===== src/rtl/axi_lite_clint_slave.sv =====
// Core-local interruptor on a 32-bit AXI4-Lite target port.
// Holds MSIP, the 64-bit MTIMECMP compare value and a free-running 64-bit
// MTIME counter. Drives the machine timer and software interrupt lines.
module axi_lite_clint_slave #(
    parameter int unsigned TICK_DIV = 1
) (
    input  logic        S_AXI_ACLK,
    input  logic        S_AXI_ARESETN,
    input  logic [31:0] S_AXI_AWADDR,
    input  logic [2:0]  S_AXI_AWPROT,
    input  logic        S_AXI_AWVALID,
    output logic        S_AXI_AWREADY,
    input  logic [31:0] S_AXI_WDATA,
    input  logic [3:0]  S_AXI_WSTRB,
    input  logic        S_AXI_WVALID,
    output logic        S_AXI_WREADY,
    output logic [1:0]  S_AXI_BRESP,
    output logic        S_AXI_BVALID,
    input  logic        S_AXI_BREADY,
    input  logic [31:0] S_AXI_ARADDR,
    input  logic [2:0]  S_AXI_ARPROT,
    input  logic        S_AXI_ARVALID,
    output logic        S_AXI_ARREADY,
    output logic [31:0] S_AXI_RDATA,
    output logic [1:0]  S_AXI_RRESP,
    output logic        S_AXI_RVALID,
    input  logic        S_AXI_RREADY,
    output logic        TIMER_IRQ,
    output logic        SOFT_IRQ
);

    typedef enum logic { W_IDLE, W_RESP } wr_state_t;
    typedef enum logic { R_IDLE, R_DATA } rd_state_t;
    typedef enum logic [2:0] {
        SEL_NONE,
        SEL_MSIP,
        SEL_CMP_LO,
        SEL_CMP_HI,
        SEL_TIME_LO,
        SEL_TIME_HI
    } reg_sel_t;

    localparam logic [15:0] PRESC_LAST = 16'(TICK_DIV - 1);
    localparam logic [1:0]  RESP_OKAY  = 2'b00;
    localparam logic [1:0]  RESP_SLVERR = 2'b10;

    // Word offset (address bits [15:2]) to register select.
    function automatic reg_sel_t decode(input logic [13:0] word);
        case (word)
            14'h0000: decode = SEL_MSIP;
            14'h1000: decode = SEL_CMP_LO;
            14'h1001: decode = SEL_CMP_HI;
            14'h2FFE: decode = SEL_TIME_LO;
            14'h2FFF: decode = SEL_TIME_HI;
            default:  decode = SEL_NONE;
        endcase
    endfunction

    // Byte-enable merge of new write data over the current word.
    function automatic logic [31:0] merge_bytes(input logic [31:0] cur,
                                                input logic [31:0] data,
                                                input logic [3:0]  strb);
        merge_bytes = cur;
        for (int unsigned i = 0; i < 4; i++) begin
            if (strb[i]) begin
                merge_bytes[8*i +: 8] = data[8*i +: 8];
            end
        end
    endfunction

    // Register state
    logic        out_en;
    logic        msip;
    logic [63:0] mtimecmp;
    logic [63:0] mtime;
    logic [15:0] prescaler;
    logic        tick;

    // Write channel state
    wr_state_t   wr_state, wr_state_nx;
    logic        aw_held, w_held;
    logic [13:0] awaddr_q;
    logic [31:0] wdata_q;
    logic [3:0]  wstrb_q;
    logic [1:0]  bresp_q;
    logic        aw_hs, w_hs, wr_fire;
    logic [13:0] wr_word;
    logic [31:0] wr_data;
    logic [3:0]  wr_strb;
    reg_sel_t    wr_sel;

    // Read channel state
    rd_state_t   rd_state, rd_state_nx;
    logic        ar_hs;
    logic [31:0] rdata_q, rd_val;
    logic [1:0]  rresp_q;
    logic        rd_err;

    logic        unused_bits;
    assign unused_bits = ^{S_AXI_AWADDR[31:16], S_AXI_AWADDR[1:0],
                           S_AXI_ARADDR[31:16], S_AXI_ARADDR[1:0],
                           S_AXI_AWPROT, S_AXI_ARPROT};

    assign S_AXI_AWREADY = out_en & (wr_state == W_IDLE) & ~aw_held;
    assign S_AXI_WREADY  = out_en & (wr_state == W_IDLE) & ~w_held;
    assign S_AXI_BVALID  = (wr_state == W_RESP);
    assign S_AXI_BRESP   = bresp_q;
    assign S_AXI_ARREADY = out_en & (rd_state == R_IDLE);
    assign S_AXI_RVALID  = (rd_state == R_DATA);
    assign S_AXI_RDATA   = rdata_q;
    assign S_AXI_RRESP   = rresp_q;
    assign SOFT_IRQ      = msip;

    assign aw_hs = S_AXI_AWVALID & S_AXI_AWREADY;
    assign w_hs  = S_AXI_WVALID & S_AXI_WREADY;
    assign ar_hs = S_AXI_ARVALID & S_AXI_ARREADY;
    assign tick  = (prescaler == PRESC_LAST);

    // Ready outputs stay low during reset and rise on the first clock after release.
    always_ff @(posedge S_AXI_ACLK or negedge S_AXI_ARESETN) begin
        if (!S_AXI_ARESETN) out_en <= 1'b0;
        else                out_en <= 1'b1;
    end

    // Effective write transaction: held halves, or halves arriving on this edge.
    always_comb begin
        wr_word = aw_held ? awaddr_q : S_AXI_AWADDR[15:2];
        wr_data = w_held  ? wdata_q  : S_AXI_WDATA;
        wr_strb = w_held  ? wstrb_q  : S_AXI_WSTRB;
        wr_sel  = decode(wr_word);
        wr_fire = (wr_state == W_IDLE) & (aw_held | aw_hs) & (w_held | w_hs);
    end

    // Write FSM state register.
    always_ff @(posedge S_AXI_ACLK or negedge S_AXI_ARESETN) begin
        if (!S_AXI_ARESETN) wr_state <= W_IDLE;
        else                wr_state <= wr_state_nx;
    end

    // Write FSM next state: commit when both halves present, return on B handshake.
    always_comb begin
        wr_state_nx = wr_state;
        case (wr_state)
            W_IDLE:  if (wr_fire) wr_state_nx = W_RESP;
            W_RESP:  if (S_AXI_BREADY) wr_state_nx = W_IDLE;
            default: wr_state_nx = W_IDLE;
        endcase
    end

    // Capture AW/W halves independently; release both on the B handshake.
    always_ff @(posedge S_AXI_ACLK or negedge S_AXI_ARESETN) begin
        if (!S_AXI_ARESETN) begin
            aw_held  <= 1'b0;
            w_held   <= 1'b0;
            awaddr_q <= '0;
            wdata_q  <= '0;
            wstrb_q  <= '0;
            bresp_q  <= '0;
        end else begin
            if (wr_state == W_RESP && S_AXI_BREADY) begin
                aw_held <= 1'b0;
                w_held  <= 1'b0;
            end else begin
                if (aw_hs) begin
                    aw_held  <= 1'b1;
                    awaddr_q <= S_AXI_AWADDR[15:2];
                end
                if (w_hs) begin
                    w_held  <= 1'b1;
                    wdata_q <= S_AXI_WDATA;
                    wstrb_q <= S_AXI_WSTRB;
                end
            end
            if (wr_fire) begin
                bresp_q <= (wr_sel == SEL_NONE) ? RESP_SLVERR : RESP_OKAY;
            end
        end
    end

    // MSIP and MTIMECMP software-visible registers.
    always_ff @(posedge S_AXI_ACLK or negedge S_AXI_ARESETN) begin
        if (!S_AXI_ARESETN) begin
            msip     <= 1'b0;
            mtimecmp <= '1;
        end else if (wr_fire) begin
            if (wr_sel == SEL_MSIP && wr_strb[0]) begin
                msip <= wr_data[0];
            end
            if (wr_sel == SEL_CMP_LO) begin
                mtimecmp[31:0] <= merge_bytes(mtimecmp[31:0], wr_data, wr_strb);
            end
            if (wr_sel == SEL_CMP_HI) begin
                mtimecmp[63:32] <= merge_bytes(mtimecmp[63:32], wr_data, wr_strb);
            end
        end
    end

    // Prescaled MTIME counter; a bus write to either half wins over the tick.
    always_ff @(posedge S_AXI_ACLK or negedge S_AXI_ARESETN) begin
        if (!S_AXI_ARESETN) begin
            mtime     <= '0;
            prescaler <= '0;
        end else begin
            prescaler <= tick ? '0 : prescaler + 16'd1;
            if (wr_fire && wr_sel == SEL_TIME_LO) begin
                mtime[31:0] <= merge_bytes(mtime[31:0], wr_data, wr_strb);
            end else if (wr_fire && wr_sel == SEL_TIME_HI) begin
                mtime[63:32] <= merge_bytes(mtime[63:32], wr_data, wr_strb);
            end else if (tick) begin
                mtime <= mtime + 64'd1;
            end
        end
    end

    // Timer interrupt registered from the current compare.
    always_ff @(posedge S_AXI_ACLK or negedge S_AXI_ARESETN) begin
        if (!S_AXI_ARESETN) TIMER_IRQ <= 1'b0;
        else                TIMER_IRQ <= (mtime >= mtimecmp);
    end

    // Read data mux over the current register values.
    always_comb begin
        rd_val = '0;
        rd_err = 1'b0;
        case (decode(S_AXI_ARADDR[15:2]))
            SEL_MSIP:    rd_val = {31'b0, msip};
            SEL_CMP_LO:  rd_val = mtimecmp[31:0];
            SEL_CMP_HI:  rd_val = mtimecmp[63:32];
            SEL_TIME_LO: rd_val = mtime[31:0];
            SEL_TIME_HI: rd_val = mtime[63:32];
            default:     rd_err = 1'b1;
        endcase
    end

    // Read FSM state register.
    always_ff @(posedge S_AXI_ACLK or negedge S_AXI_ARESETN) begin
        if (!S_AXI_ARESETN) rd_state <= R_IDLE;
        else                rd_state <= rd_state_nx;
    end

    // Read FSM next state: data phase after AR handshake, back on R handshake.
    always_comb begin
        rd_state_nx = rd_state;
        case (rd_state)
            R_IDLE:  if (ar_hs) rd_state_nx = R_DATA;
            R_DATA:  if (S_AXI_RREADY) rd_state_nx = R_IDLE;
            default: rd_state_nx = R_IDLE;
        endcase
    end

    // Latch read data and response on the AR handshake; held until consumed.
    always_ff @(posedge S_AXI_ACLK or negedge S_AXI_ARESETN) begin
        if (!S_AXI_ARESETN) begin
            rdata_q <= '0;
            rresp_q <= '0;
        end else if (ar_hs) begin
            rdata_q <= rd_val;
            rresp_q <= rd_err ? RESP_SLVERR : RESP_OKAY;
        end
    end

endmodule

===== config.mk =====
export PLATFORM = sky130hd
export DESIGN_NAME = axi_lite_clint_slave
export DESIGN_NICKNAME = d
export VERILOG_FILES = /design/src/rtl/axi_lite_clint_slave.sv
export SDC_FILE = /design/constraint.sdc
export NUM_CORES = 1
export LEC_CHECK = 0
export CAP_MARGIN = 30
export CORE_UTILIZATION = 55
export DETAILED_ROUTE_END_ITERATION = 10
export DONT_BUFFER_PORTS = 1
export GPL_TIMING_DRIVEN = 0
export HOLD_SLACK_MARGIN = 0.1
export PLACE_DENSITY = 0.82
export SKIP_LAST_GASP = 1
export SYNTH_ARGS = -nofsm -noshare
export SYNTH_HDL_FRONTEND = slang
export SYNTH_SLANG_ARGS = --single-unit

===== constraint.sdc =====
create_clock -name S_AXI_ACLK -period 7.5 [get_ports S_AXI_ACLK]
set_clock_uncertainty 0.15 [all_clocks]
set_input_delay 1.125 -clock S_AXI_ACLK [delete_from_list [all_inputs] [get_ports S_AXI_ACLK]]
set_output_delay 1.125 -clock S_AXI_ACLK [all_outputs]
set_load 0.005 [all_outputs]

==> reports/qor.csv <==
stage,metric,value,unit
yosys,ys_types,67,
placement,dpl_cell_area,0.0142,mm2
yosys,synth_ff_type,dfrtp_1,
global_route,grt_pass1_vias,11889,
clock_tree,cts_setup_buffers,0,
route,vias,12278,
route,drcViolationCount,0,
global_route,grt_start_max_net_pins,236,
timing,fmax,261,MHz
clock_tree,ctsResizeCount,0,
die,die_w,160,um
global_route,grt_pass1_wl,67.0,mm
yosys,ys_ff_latch,235,
placement,dpl.hpwl,31.4,mm
timing,period_share,51.1,%
yosys,avgSynthCellArea,9.36,um2
timing,grt_setup_unrepaired,false,
global_route,grt.overflow.total,0,
placement,gp_congestion,0.973,
clock_tree,cts.sinks,235,
yosys,synth_edf_count,0,
timing,fin_setup_tns,0,ns
timing,finalSetupViolations,0,
clock_tree,insertion_delay,0.55,ns
yosys,ys_async_sr_fraction,100,%
worst_setup_path,setup.worst_path.class,reg -> reg,
route,post_drt_wl_per_cell,23.5,um
power,peakVddDrop,0.247,mV
die,die_height,160,um
yosys,syn_inst,1474,
hold_path,min_path_type,in -> async,
die,dieArea,0.0257,mm2
clock_tree,cts_max_path_buffers,3,
power,leakage,7.10,nW
timing,period_needed,3.83,ns
layout,final_common_cell,a21oi_1,
clock_tree,cts.htree.levels,1,
clock_tree,cts_hold_buffers,0,
worst_setup_path,path_max_fanout,7,
timing,worst_pin_slew,1.05,ns
worst_setup_path,r2r-start,mtime[0],
yosys,synthesis.area,0.0138,mm2
power,power_switching,1.30,mW
route,first_iter_violations,1538,
timing,relSlewSlack,30.0,%
clock_tree,cts_tree,built,
power,switching_share,32.4,%
global_route,grtUsageTotal,33.6,%
power,cellPowerDensity,264,mW/mm2
worst_setup_path,crit_arrival,4.06,ns
timing,fin_hold_ws,0.135,ns
run,drv_cap,0,
worst_setup_path,crit_start,mtime[0],
route,drt-total-wl,43.6,mm
die,start_util,56.4,%
clock_tree,cts.clk_slew.worst_paths,0.06,ns
outcome,outcome,"complete, no violations",
yosys,ys_warn_count,0,
worst_setup_path,cp-start-kind,flop,
power,pwr-share-comb,23.0,%
placement,portBuffers,0,
timing,maxSlewViolCount,0,
power,p_seq_share,42.0,%
worst_setup_path,cp-end-kind,flop,
layout,fin_area,0.0152,mm2
timing,final-hold-violation-count,0,
yosys,ys_seq_area_share,43.2,%
route,drtPass1Iterations,8,
route,ant_nets,0,
layout,layout_common_cells,"a21oi_1 (200), dfrtp_1 (171), nand2_1 (121), o21ai_0 (111), nor2_1 (106)",
worst_setup_path,required,7.72,ns
power,intPower,2.71,mW
power,clkPwrFrac,35.0,%
clock_tree,root_buffer,clkbuf_16,
clock_tree,cts_made_buffers,26,
layout,layout-drive-gt1-share,16.7,%
die,coreArea,0.0245,mm2
layout,area_delta_synth_final,10.1,%
global_route,antenna_found_initial,2,
route,vias_per_cell,6.63,
die,row_count,57,
layout,fin_nets,1687,
die,io_pins,156,
==> kinds of logic after synthesis <==
group	share of synthesized area (%)
AO/OA/AOI/OAI	19.7
buffers and inverters	5.19
flip-flops	43.2
AND/OR/NAND/NOR	15.6
multiplexers	9.25
adder cells (fa/ha/maj)	6.07
other	0.0544
XOR/XNOR	0.888
==> registers in the layout, summed over array words and instances (netlist names) <==
signal and count:
SOFT_IRQ 1, S_AXI_BRESP 1, S_AXI_RRESP 1, S_AXI_RDATA 32, awaddr_q 14, aw_held 1, prescaler 16, S_AXI_BVALID 1
out_en 1, S_AXI_RVALID 1, mtime 64, mtimecmp 64, wstrb_q 4, TIMER_IRQ 1, w_held 1, wdata_q 32
==> stage by stage <==
| step | util, % | setup WS, ns | power [mW] | cells |
|---|---|---|---|---|
| 2_1_floorplan | - | 4.59 | 2.24 | 1475 |
| 3_3_place_gp | 58.1 | 3.45 | 2.53 | 1799 |
| 3_5_place_dp | 58.2 | 3.78 | 2.58 | 1802 |
| 4_1_cts | 62.1 | 3.87 | 3.98 | 1850 |
| 5_1_grt | 62.1 | 3.61 | 4.14 | 1851 |
| 6_report | 62.1 | 3.67 | 4.00 | 1853 |
==> worst paths after layout <==
kind	to	slack, ns	cells after the start
setup / recovery	TIMER_IRQ	3.67	10
hold / removal	aw_held	0.14	0
setup reg to reg	TIMER_IRQ	3.67	10
hold reg to reg	prescaler[15]	0.33	1
max in group asynchronous	mtimecmp[58]	6.65	0
min in group S_AXI_ACLK	prescaler[15]	0.33	1
==> layer usage <==
| metal | global-route usage, % | up-vias | part of all wire (%) |
|---|---|---|---|
| met2 | 50.3 | 774 | 43 |
| met4 | 15.6 | 4 | 4.7 |
| li1 | - | 5471 | - |
| met3 | 7.83 | 136 | 11 |
| met1 | 46.3 | 5893 | 41 |
| met5 | 0 | - | 0.062 |
==> cell type report <==
class / instances / area (um2)
diodes: 2 / 5.00
plain buffers: 76 / 397
clock buffers: 32 / 714
clock inverters: 16 / 223
fillers: 2036 / 9270
inverters: 85 / 319
multi-input cells: 1079 / 7130
flip-flops and latches: 235 / 5960
well taps: 324 / 405
repair buffers: 4 / 41.3
==> critical path, stage by stage, from the launching register on <==
cell       delay (ns)
dfrtp_1          0.53
inv_1            0.15
ha_1             0.29
nand2b_1         0.14
a2111oi_0        0.48
nor4_1           0.10
a2111oi_0        0.52
buf_1            0.27
o21ai_0          0.25
nor4_1           0.61
o31ai_1          0.19
==> power by group through the flow <==
stage / Combinational (mW) / Sequential (mW) / Clock, mW
floorplan: 0.624 / 1.62 / 0
global placement: 0.854 / 1.68 / 0
detailed placement: 0.894 / 1.69 / 0
CTS: 0.902 / 1.67 / 1.41
global route: 0.975 / 1.70 / 1.46
finish: 0.923 / 1.68 / 1.40
==> Yosys cell counts, types with 5 or more instances <==
library cell	number	area, um2
a21oi_1	200	1000
dfrtp_1	171	4280
nand2_1	121	454
o21ai_0	111	556
nor2_1	106	398
inv_1	85	319
mux2_2	84	946
ha_1	67	838
dfstp_2	64	1680
nand3_1	57	285
nand4_1	55	344
clkbuf_1	42	158
mux2i_1	33	330
a22o_1	32	280
a22oi_1	21	158
and3_1	16	100
buf_2	16	80.1
nor4_1	13	81.3
o22ai_1	12	75.1
a222oi_1	11	110
nor3_1	11	55.1
and4_1	10	87.6
a21o_1	9	67.6
buf_6	9	101
o31ai_1	9	67.6
xnor2_1	9	78.8
buf_4	6	45.0
and2_1	5	31.3
nand2b_1	5	31.3
o32ai_1	5	43.8
xor2_1	5	43.8
(Power assumes the default switching activity.)
